**src/rtl/image_bus_master_pkg.sv**
```systemverilog
`default_nettype none
// ============================================================================
//  Module   : image_bus_master_pkg
//  Purpose  : Shared definitions for the process-image bus master: FSM state
//             encoding, LEN decode (code 0 = full block) and the address /
//             block-size defaults shared with the semaphore bit memory and
//             the bit CPU.
//  Ports    : none (package)
//  Revision : 1.0 - initial release
// ============================================================================
package image_bus_master_pkg;

    // Defaults shared with the semaphore memory and bit CPU
    localparam int C_AW_DEFAULT = 12;
    localparam int C_NB_DEFAULT = 16;

    // LEN code that selects a full NB-bit block
    localparam int C_LEN_FULL_CODE = 0;

    // FSM encoding (VREQ/VCAP only reachable with the verify pass built in)
    localparam int C_STATE_W = 3;
    typedef logic [C_STATE_W-1:0] state_t;

    localparam state_t S_IDLE = 3'd0;
    localparam state_t S_WREQ = 3'd1;
    localparam state_t S_RREQ = 3'd2;
    localparam state_t S_RCAP = 3'd3;
    localparam state_t S_FIN  = 3'd4;
    localparam state_t S_VREQ = 3'd5;
    localparam state_t S_VCAP = 3'd6;

    // Bit count of a block: code 0 (and anything beyond NB) means NB bits
    function automatic int decode_len(input int len, input int nb);
        if (len == C_LEN_FULL_CODE || len > nb) begin
            return nb;
        end
        return len;
    endfunction

endpackage
`default_nettype wire

```
**src/rtl/image_bus_master_addr_gen.sv**
```systemverilog
`default_nettype none
// ============================================================================
//  Module   : img_bus_addr_gen
//  Purpose  : Bit index counter and address generator shared by the write,
//             read and verify phases. Address = base + idx, wrapping modulo
//             2^AW.
//  Ports    : clk, rst      - clock / synchronous active-high reset
//             clear         - force idx to 0 (priority over advance)
//             advance       - step idx by one
//             base          - first bit address of the block
//             last_idx      - index of the final bit of the block
//             idx, addr     - current bit index and bit address
//             is_last       - current idx is the final bit
//  Revision : 1.0 - initial release
// ============================================================================
module img_bus_addr_gen #(
    parameter int AW = 12,
    parameter int IW = 4
) (
    input  logic          clk,
    input  logic          rst,
    input  logic          clear,
    input  logic          advance,
    input  logic [AW-1:0] base,
    input  logic [IW-1:0] last_idx,
    output logic [IW-1:0] idx,
    output logic [AW-1:0] addr,
    output logic          is_last
);

    logic [IW-1:0] r_idx;

    always_ff @(posedge clk) begin
        if (rst) begin
            r_idx <= '0;
        end else if (clear) begin
            r_idx <= '0;
        end else if (advance) begin
            r_idx <= r_idx + IW'(1);
        end
    end

    // Natural AW-bit overflow gives the modulo-2^AW wrap
    assign addr    = base + AW'(r_idx);
    assign idx     = r_idx;
    assign is_last = (r_idx == last_idx);

endmodule
`default_nettype wire

```
**src/rtl/image_bus_master.sv**
```systemverilog
`default_nettype none
// ============================================================================
//  Module   : image_bus_master
//  Purpose  : Copies a block of 1..NB process-image bits between a bit-address
//             window of the shared semaphore bit memory and a parallel
//             register pair, driving the bit-CPU style A/DO/WE/OE lines and
//             stalling on M_RDY.
//  Ports    : CLK/CLR           - clock / synchronous active-high reset
//             START/DIR/BASE/LEN/PAR_IN - block request (latched on START)
//             PAR_OUT           - read result register
//             BUSY/DONE/ERR     - status (ERR = verify mismatch, sticky)
//             M_A/M_DO/M_WE/M_OE/M_DI/M_RDY - memory port
//  Config   : IMG_BUS_VERIFY_EN - adds a read-back verify pass after every
//             write block; without it ERR is constant 0.
//  Revision : 1.0 - initial release
// ============================================================================
module image_bus_master
    import image_bus_master_pkg::*;
#(
    parameter int AW = C_AW_DEFAULT,
    parameter int NB = C_NB_DEFAULT
) (
    input  logic                 CLK,
    input  logic                 CLR,
    input  logic                 START,
    input  logic                 DIR,
    input  logic [AW-1:0]        BASE,
    input  logic [$clog2(NB):0]  LEN,
    input  logic [NB-1:0]        PAR_IN,
    output logic [NB-1:0]        PAR_OUT,
    output logic                 BUSY,
    output logic                 DONE,
    output logic                 ERR,
    output logic [AW-1:0]        M_A,
    output logic                 M_DO,
    output logic                 M_WE,
    output logic                 M_OE,
    input  logic                 M_DI,
    input  logic                 M_RDY
);

    localparam int IW = $clog2(NB);

    state_t        r_state;
    state_t        w_state_nxt;
    logic [AW-1:0] r_base;
    logic [NB-1:0] r_par_in;
    logic [NB-1:0] r_mask;
    logic [NB-1:0] r_shadow;
    logic [NB-1:0] r_par_out;
    logic [IW-1:0] r_last;

    int            w_len_cnt;
    logic [IW-1:0] w_last;
    logic [NB-1:0] w_mask;
    logic [NB-1:0] w_shadow_nxt;
    logic [IW-1:0] w_idx;
    logic [AW-1:0] w_addr;
    logic          w_is_last;
    logic          w_clear;
    logic          w_advance;
    logic          w_start_ok;

    assign w_start_ok = (r_state == S_IDLE) && START;

    // ---------------------------------------------------------------- LEN
    always_comb begin
        w_len_cnt = decode_len(int'(LEN), NB);
        w_last    = IW'(w_len_cnt - 1);
        for (int i = 0; i < NB; i++) begin
            w_mask[i] = (i < w_len_cnt);
        end
    end

    // ------------------------------------------------------ address / idx
    // idx is parked at 0 while idle and rewound when the write phase hands
    // over to the verify pass.
    assign w_clear   = (r_state == S_IDLE) ||
                       ((r_state == S_WREQ) && M_RDY && w_is_last);
    assign w_advance = ((r_state == S_WREQ) && M_RDY) ||
                       (r_state == S_RCAP) || (r_state == S_VCAP);

    img_bus_addr_gen #(
        .AW (AW),
        .IW (IW)
    ) u_addr_gen (
        .clk      (CLK),
        .rst      (CLR),
        .clear    (w_clear),
        .advance  (w_advance),
        .base     (r_base),
        .last_idx (r_last),
        .idx      (w_idx),
        .addr     (w_addr),
        .is_last  (w_is_last)
    );

    // ----------------------------------------------------- state register
    always_ff @(posedge CLK) begin
        if (CLR) begin
            r_state <= S_IDLE;
        end else begin
            r_state <= w_state_nxt;
        end
    end

    // ---------------------------------------------------------- next state
    always_comb begin
        w_state_nxt = r_state;
        case (r_state)
            S_IDLE: begin
                if (START) begin
                    w_state_nxt = DIR ? S_WREQ : S_RREQ;
                end
            end
            S_WREQ: begin
                if (M_RDY && w_is_last) begin
`ifdef IMG_BUS_VERIFY_EN
                    w_state_nxt = S_VREQ;
`else
                    w_state_nxt = S_FIN;
`endif
                end
            end
            S_RREQ: begin
                if (M_RDY) begin
                    w_state_nxt = S_RCAP;
                end
            end
            S_RCAP: begin
                w_state_nxt = w_is_last ? S_FIN : S_RREQ;
            end
`ifdef IMG_BUS_VERIFY_EN
            S_VREQ: begin
                if (M_RDY) begin
                    w_state_nxt = S_VCAP;
                end
            end
            S_VCAP: begin
                w_state_nxt = w_is_last ? S_FIN : S_VREQ;
            end
`endif
            S_FIN:   w_state_nxt = S_IDLE;
            default: w_state_nxt = S_IDLE;
        endcase
    end

    // ------------------------------------------------------- output decode
    always_comb begin
        M_WE = 1'b0;
        M_OE = 1'b0;
        M_DO = 1'b0;
        DONE = 1'b0;
        BUSY = (r_state != S_IDLE);
        M_A  = w_addr;
        case (r_state)
            S_WREQ: begin
                M_WE = 1'b1;
                M_DO = r_par_in[w_idx];
            end
            S_RREQ, S_VREQ: M_OE = 1'b1;
            S_FIN:          DONE = 1'b1;
            default: ;
        endcase
    end

    // ------------------------------------------------------------ datapath
    always_comb begin
        w_shadow_nxt        = r_shadow;
        w_shadow_nxt[w_idx] = M_DI;
    end

    always_ff @(posedge CLK) begin
        if (CLR) begin
            r_base    <= '0;
            r_par_in  <= '0;
            r_mask    <= '0;
            r_last    <= '0;
            r_shadow  <= '0;
            r_par_out <= '0;
        end else begin
            if (w_start_ok) begin
                r_base   <= BASE;
                r_par_in <= PAR_IN;
                r_mask   <= w_mask;
                r_last   <= w_last;
            end
            if (r_state == S_RCAP) begin
                r_shadow <= w_shadow_nxt;
                // Final capture merges straight into PAR_OUT so the result
                // is visible while DONE is high; bits past LEN are kept.
                if (w_is_last) begin
                    r_par_out <= (r_par_out & ~r_mask) | (w_shadow_nxt & r_mask);
                end
            end
        end
    end

    assign PAR_OUT = r_par_out;

`ifdef IMG_BUS_VERIFY_EN
    logic r_err;

    always_ff @(posedge CLK) begin
        if (CLR) begin
            r_err <= 1'b0;
        end else if (w_start_ok) begin
            r_err <= 1'b0;
        end else if ((r_state == S_VCAP) && (M_DI != r_par_in[w_idx])) begin
            r_err <= 1'b1;
        end
    end

    assign ERR = r_err;
`else
    assign ERR = 1'b0;
`endif

endmodule
`default_nettype wire

```
**config.mk**
```make
export PLATFORM = sky130hd
export DESIGN_NAME = image_bus_master
export DESIGN_NICKNAME = d
export VERILOG_FILES = /design/src/rtl/image_bus_master_pkg.sv /design/src/rtl/image_bus_master_addr_gen.sv /design/src/rtl/image_bus_master.sv
export SDC_FILE = /design/constraint.sdc
export NUM_CORES = 1
export LEC_CHECK = 0
export ABC_CLOCK_PERIOD_IN_PS = 4600
export CAP_MARGIN = 20
export CORE_MARGIN = 2
export CORE_UTILIZATION = 45
export DETAILED_ROUTE_END_ITERATION = 6
export PLACE_DENSITY = 0.66
export SLEW_MARGIN = 40
export SYNTH_ARGS = -nofsm -noshare
export SYNTH_HDL_FRONTEND = slang
export SYNTH_SLANG_ARGS = --single-unit
```
**constraint.sdc**
```tcl
create_clock -name CLK -period 4.6 [get_ports CLK]
set_input_delay 1.38 -clock CLK [delete_from_list [all_inputs] [get_ports CLK]]
set_output_delay 1.38 -clock CLK [all_outputs]
set_load 0.1 [all_outputs]
```
# == Yosys cells after proc, flatten, opt, wreduce, memory -nomap -nowiden ==
# Cells that the tools add are included.
# word_totals
register_bits,87
latchBits,0
ram_bits,0
rom_bits,0
input_bits,39
output_inout_bits,34
word_cells,78
n_memories,0
# op_classes
n_addsub,3
mul,0
div,0
magnitude_cmp,19
eq_ne,10
shifts,0
mux,18
bitwise_logic,4
reduce_logical,16
# op_table
cell,n
5-bit by 32-bit less-than comparator with 1-bit output (first input constant),8
4-bit by 32-bit less-than comparator with 1-bit output (first input constant),4
3-bit by 32-bit less-than comparator with 1-bit output (first input constant),2
16-bit bitwise AND,2
1-bit by 32-bit less-than comparator with 1-bit output (first input constant),1
2-bit by 32-bit less-than comparator with 1-bit output (first input constant),1
16-bit bitwise mux,1
16-bit inverter,1
16-bit bitwise OR,1
12-bit by 4-bit adder with 12-bit output,1
3-bit 2-to-1 mux,4
3-bit one-hot mux with 4 select lines,1
5-bit 2-to-1 mux,2
3-bit == test (second input constant),3
1-bit 2-to-1 mux,7
3-bit by 2-bit == test with 1-bit output (second input constant),2
5-bit greater-than comparator (second input constant),1
1-bit logical AND,5
5-bit zero test,1
4-bit by 5-bit less-than comparator with 1-bit output (second input constant),1
4-bit by 1-bit adder with 4-bit output (second input constant),1
1-bit binary-select mux with 4-bit select,1
1-bit demux with 4-bit select,1
4-bit == test,1
12 further kinds,17

# == Depth between registers and ports, before layout ==
# depth
ltp_word,7
mapped_depth,9
ltp_nobuf,8

# == By module ==
# Synthesis repeated with hierarchy kept, for this count alone.
# hier_totals
cells_unflattened,479
hier_area_um2,4259.1
# by_module_without_submodules
module,instances,cells_per_inst,area_each_um2,seq_area_each_um2
image_bus_master,1,422,3758.6,1661.6
img_bus_addr_gen,1,57,500.5,80.1

# == Least setup slack after synthesis ==
# OpenSTA, ideal clock, no wires.
# synth_timing
path_kind,reg-to-output
from,register u_addr_gen.r_idx[1] (netlist: u_addr_gen.idx[1])
to,output port M_DO
arrival_time_ns,3.886
required_ns,3.220
setup_slack_ns,-0.666
stages_incl_launch_ff,5
path_buffers,1
path_cell_list,dfxtp_1 -> buf_6 -> mux4_1 -> o21ai_0 -> o41ai_1
# synth_via
elab_chain_len,3
# synth_lines
element,line,text
"start, declared",image_bus_master_addr_gen.sv:31,logic [IW-1:0] r_idx;
"start signal, assigned",image_bus_master_addr_gen.sv:39,r_idx <= r_idx + IW'(1);
1-bit binary-select mux with 4-bit select,image_bus_master.sv:159,M_DO = r_par_in[w_idx];
1-bit 2-to-1 mux (implied by the code),image_bus_master.sv:159,
1-bit 2-to-1 mux,image_bus_master.sv:156,case (r_state)
"end, declared",image_bus_master.sv:35,"output logic M_DO,"
# No other way between the ends. The select of a mux whose other input is x is not followed.

# == Final worst setup path ==
# layout_timing
from,register u_addr_gen.r_idx[0] (netlist: u_addr_gen.idx[0])
to,output port M_A[10]
# layout_via
elab_chain_len,1
# layout_lines
element,line,text
12-bit by 4-bit adder with 12-bit output,image_bus_master_addr_gen.sv:44,assign addr = base + AW'(r_idx);
"end, declared",image_bus_master.sv:34,"output logic [AW-1:0] M_A,"
# No other way between the ends.

==> impl_results.rst <==
.. list-table::
   :header-rows: 1

   * - Metric
     - Value
   * - Worst Hold Path Cells
     - 2
   * - #FFs+latches synth
     - 87
   * - Storage cell area
     - 1740 µm²
   * - FP Rows
     - 35
   * - VDD IR-drop max
     - 0.162 mV
   * - Synth Cell Area
     - 4290 µm²
   * - Net count after synthesis
     - 541
   * - TritonCTS Buffers
     - 9
   * - Sum Neg Setup Slack
     - 0 ns
   * - First-pass iteration count of the detailed router
     - 5
   * - Post-cts repair resize count
     - 0
   * - GP Congestion
     - 0.769
   * - Post-CTS setup repair buffer count
     - 0
   * - Worst hold-check path type
     - reg -> reg
   * - Yosys synthesis warning count
     - 0
   * - Number of max-slew violations in the final report
     - 0
   * - Max Clock Freq
     - 0.244 GHz
   * - Maximum number of pins on one net before global-route repair
     - 57
   * - Port Buffers
     - a little over 70
   * - Hold Startpoint
     - r_par_in[8]
   * - Combined area of the multi-input logic cells
     - about 2300 µm²
   * - Die area
     - around 10000 µm²
   * - Required time of the critical path
     - 3.22 ns
   * - Transition time at the pin with the least slew margin
     - 0.683 ns
   * - Fraction of layout cells with a size suffix above 1
     - 13.9%
   * - Antenna Cells
     - 0
   * - Most used flip-flop cell after synthesis
     - sky130_fd_sc_hd__dfxtp_1
   * - Reg2reg setup slack
     - 2.43 ns
   * - Area share of the leading cell type in the synthesized netlist
     - 40.6%
   * - Share of async-settable or async-resettable flops after synthesis
     - 0%
   * - Unique cell type count in the Yosys netlist
     - 53
   * - Top post-synthesis cells by count
     - sky130_fd_sc_hd__dfxtp_1 (87), sky130_fd_sc_hd__nand2_1 (82), sky130_fd_sc_hd__nor2_1 (44), sky130_fd_sc_hd__a21oi_1 (36), sky130_fd_sc_hd__mux2i_1 (28)
   * - Max Cap Viol
     - 0
   * - Clock tree from TritonCTS
     - yes
   * - Residual DRC
     - 0
   * - RSZ-0062 raised after global routing
     - no
   * - CP Data Arrival Time
     - 2.71 ns
   * - Number of hold buffers added after CTS
     - 0
   * - Die H
     - approximately 100 µm
   * - Average wire length per cell after detail routing
     - ~15 µm
   * - Count of pins on the block boundary
     - 73
   * - Highest fanout seen on the critical path
     - 10
   * - Sequential-to-total area share from yosys stat
     - about two fifths
   * - Number of fill cells in the layout
     - between 800 and 900
   * - Effective utilization at floorplan
     - 46.4%
   * - Mapped Cells
     - 491
   * - Number of antenna violations at the first check in global routing
     - 0
   * - Vias per cell
     - 5.33
   * - Sequence of cells on the critical path
     - ha_1, inv_1, fa_1, nor2b_1, o21ai_0, a21boi_0, xor2_1, buf_4
   * - Count of flip-flops with a built-in enable after synthesis
     - 0
   * - Remaining antenna violation count after routing
     - 0
   * - Synthesized area per cell
     - around 8.7 µm²
   * - Gr usage total
     - 20.0%
   * - Via count of the first global-routing pass
     - 3389
   * - Leakage power summed over all cells
     - slightly above 2 nW
   * - Routed Wire Length
     - ~9900 µm
   * - Final hold vios
     - 0
   * - Buf+Inv Stages, Crit Path
     - 2
   * - First DRT Iteration DRCs
     - ~160
   * - Synth area leaders
     - sky130_fd_sc_hd__dfxtp_1 (41%), sky130_fd_sc_hd__nand2_1 (7.2%), sky130_fd_sc_hd__mux2i_1 (6.5%)
   * - Total setup violations reported at the end of the flow
     - 0
   * - Reg2reg start
     - u_addr_gen.idx[2]
   * - CP max-delay cell
     - sky130_fd_sc_hd__dfxtp_1
   * - Hold-critical path endpoint
     - r_par_in[8]
   * - Chip Width
     - 102 µm
   * - Core region area
     - 9240 µm²
   * - Count of cells along the worst register-to-register path
     - 5
   * - Layout area overhead
     - 18.3%
   * - Power per cell area
     - ~350 nW/µm²
   * - Final Skew
     - slightly above 0.006 ns
   * - Dpl hpwl
     - between 7000 and 8000 µm
   * - Share of the clock period used by the worst path
     - 89.0%
   * - Cell class contributing the biggest share of worst-path delay
     - adder cells
   * - Element type at the critical path start
     - register
   * - Clock slew at reported path FFs
     - around 0.080 ns
   * - Fin util
     - 54.9%
   * - Gr ovfl total
     - 0
   * - Result of the run
     - finished, final reports clean
   * - Post-synthesis cell type with the largest combined area
     - sky130_fd_sc_hd__dfxtp_1
   * - Wire length of the first global-routing pass
     - 16500 µm
   * - Crit path time final
     - 4.09 ns
   * - Nets
     - 590
   * - Worst slew slack as a fraction of its limit
     - 54.4%
   * - Crit Path Class
     - reg -> out
   * - Cell with the most instances after synthesis
     - sky130_fd_sc_hd__dfxtp_1
   * - Crit-path max cell delay
     - 0.57 ns
   * - Clk sink count
     - 87
   * - Maximum clock path buffer count
     - 2
   * - Worst-skew pair later-pin latency
     - 0.35 ns
   * - Root Driver
     - sky130_fd_sc_hd__clkbuf_8
   * - Kind of end point of the critical path
     - output pin
   * - Detailed-route via count
     - around 3600
   * - Deepest level of the CTS H-tree
     - 3
metrics by stage:
step | cells | setup slack (ns) | instance area, µm² | total power, mW | hold slack (ns)
after floorplan | 491 | 0.300 | 4300 | 1.17 | 0.432
after global placement | 657 | 0.999 | 4960 | 1.26 | 0.443
after detailed placement | 658 | 0.883 | 4870 | 1.27 | 0.448
after CTS | 674 | 0.493 | 5080 | 1.80 | 0.460
after global routing | 674 | 0.313 | 5070 | 1.88 | 0.482
final | 674 | 0.506 | 5070 | 1.79 | 0.456
how the worst max path moves through the flow:
stage | from | endpoint | slack, ns | depth (start not counted)
6_report | u_addr_gen.idx[0] | M_A[10] | 0.51 | 8
5_1_grt | u_addr_gen.idx[0] | M_A[10] | 0.31 | 8
4_1_cts | u_addr_gen.idx[0] | M_A[10] | 0.49 | 8
3_5_place_dp | u_addr_gen.idx[0] | M_A[10] | 0.88 | 8
3_3_place_gp | u_addr_gen.idx[0] | M_A[8] | 1.0 | 8
2_1_floorplan | u_addr_gen.idx[1] | M_A[10] | 0.30 | 7
worst reg2reg max path, cell delays in order (launching register included):
cell                       delay (ns)
sky130_fd_sc_hd__dfxtp_1         0.65
sky130_fd_sc_hd__xor2_1          0.18
sky130_fd_sc_hd__nor4_4          0.22
sky130_fd_sc_hd__buf_4           0.30
sky130_fd_sc_hd__and2_2          0.51
sky130_fd_sc_hd__a311oi_1        0.17
power by group:
part           internal (mW)  switching (mW)
clock network          0.257           0.284
registers              0.804          0.0488
logic                  0.127           0.270
total                   1.19           0.603
layout make-up:
type	count	share of cell area (%)
well taps	129	3.18
multi-input cells	353	45.3
repair buffers	78	12.4
flip-flops and latches	87	34.3
inverters	11	0.814
clock buffers	9	2.44
clock inverters	7	1.58
per-layer routing:
metal	global-route usage [%]	up-vias	share of wire (%)
met5	0	-	0
met4	4.57	0	0.81
met3	4.07	7	4.1
met2	32.3	71	47
met1	27.5	1688	48
li1	-	1825	-
kinds of logic (layout without fill, tap and decap cells):
logic type      count (synthesis)  in the layout  share of synthesized area (%)
other cells                     1              1                         0.0874
fa+ha+maj                      11             11                           3.38
flops                          87             87                           40.6
mux                            32             32                           8.63
xor+xnor                       17             17                           3.64
buf+inv                        51            105                           6.18
compound gates                113            113                           18.6
simple gates                  179            179                           18.9
cell usage in the layout, fill, tap and decap left out, drive strengths merged, types with 2 or more instances in the layout:
| cell | netlist | final |
|---|---|---|
| a211oi | 16 | 16 |
| a21boi | 2 | 2 |
| a21oi | 36 | 36 |
| a311oi | 16 | 16 |
| a31oi | 17 | 17 |
| and2 | 4 | 4 |
| and3 | 2 | 2 |
| and4 | 2 | 2 |
| buf | 20 | 42 |
| clkbuf | 20 | 9 |
| clkdlybuf4s50 | 0 | 36 |
| clkinv | 0 | 2 |
| clkinvlp | 0 | 2 |
| dfxtp | 87 | 87 |
| ha | 10 | 10 |
| inv | 11 | 13 |
| mux2i | 28 | 28 |
| mux4 | 3 | 3 |
| nand2 | 82 | 82 |
| nand2b | 5 | 5 |
| nand3 | 16 | 16 |
| nand3b | 4 | 4 |
| nor2 | 44 | 44 |
| nor2b | 6 | 6 |
| nor3 | 6 | 6 |
| nor4b | 2 | 2 |
| o21ai | 11 | 11 |
| o22ai | 5 | 5 |
| or3 | 2 | 2 |
| xnor2 | 8 | 8 |
| xor2 | 9 | 9 |
Power figures use the tool's default switching activity.
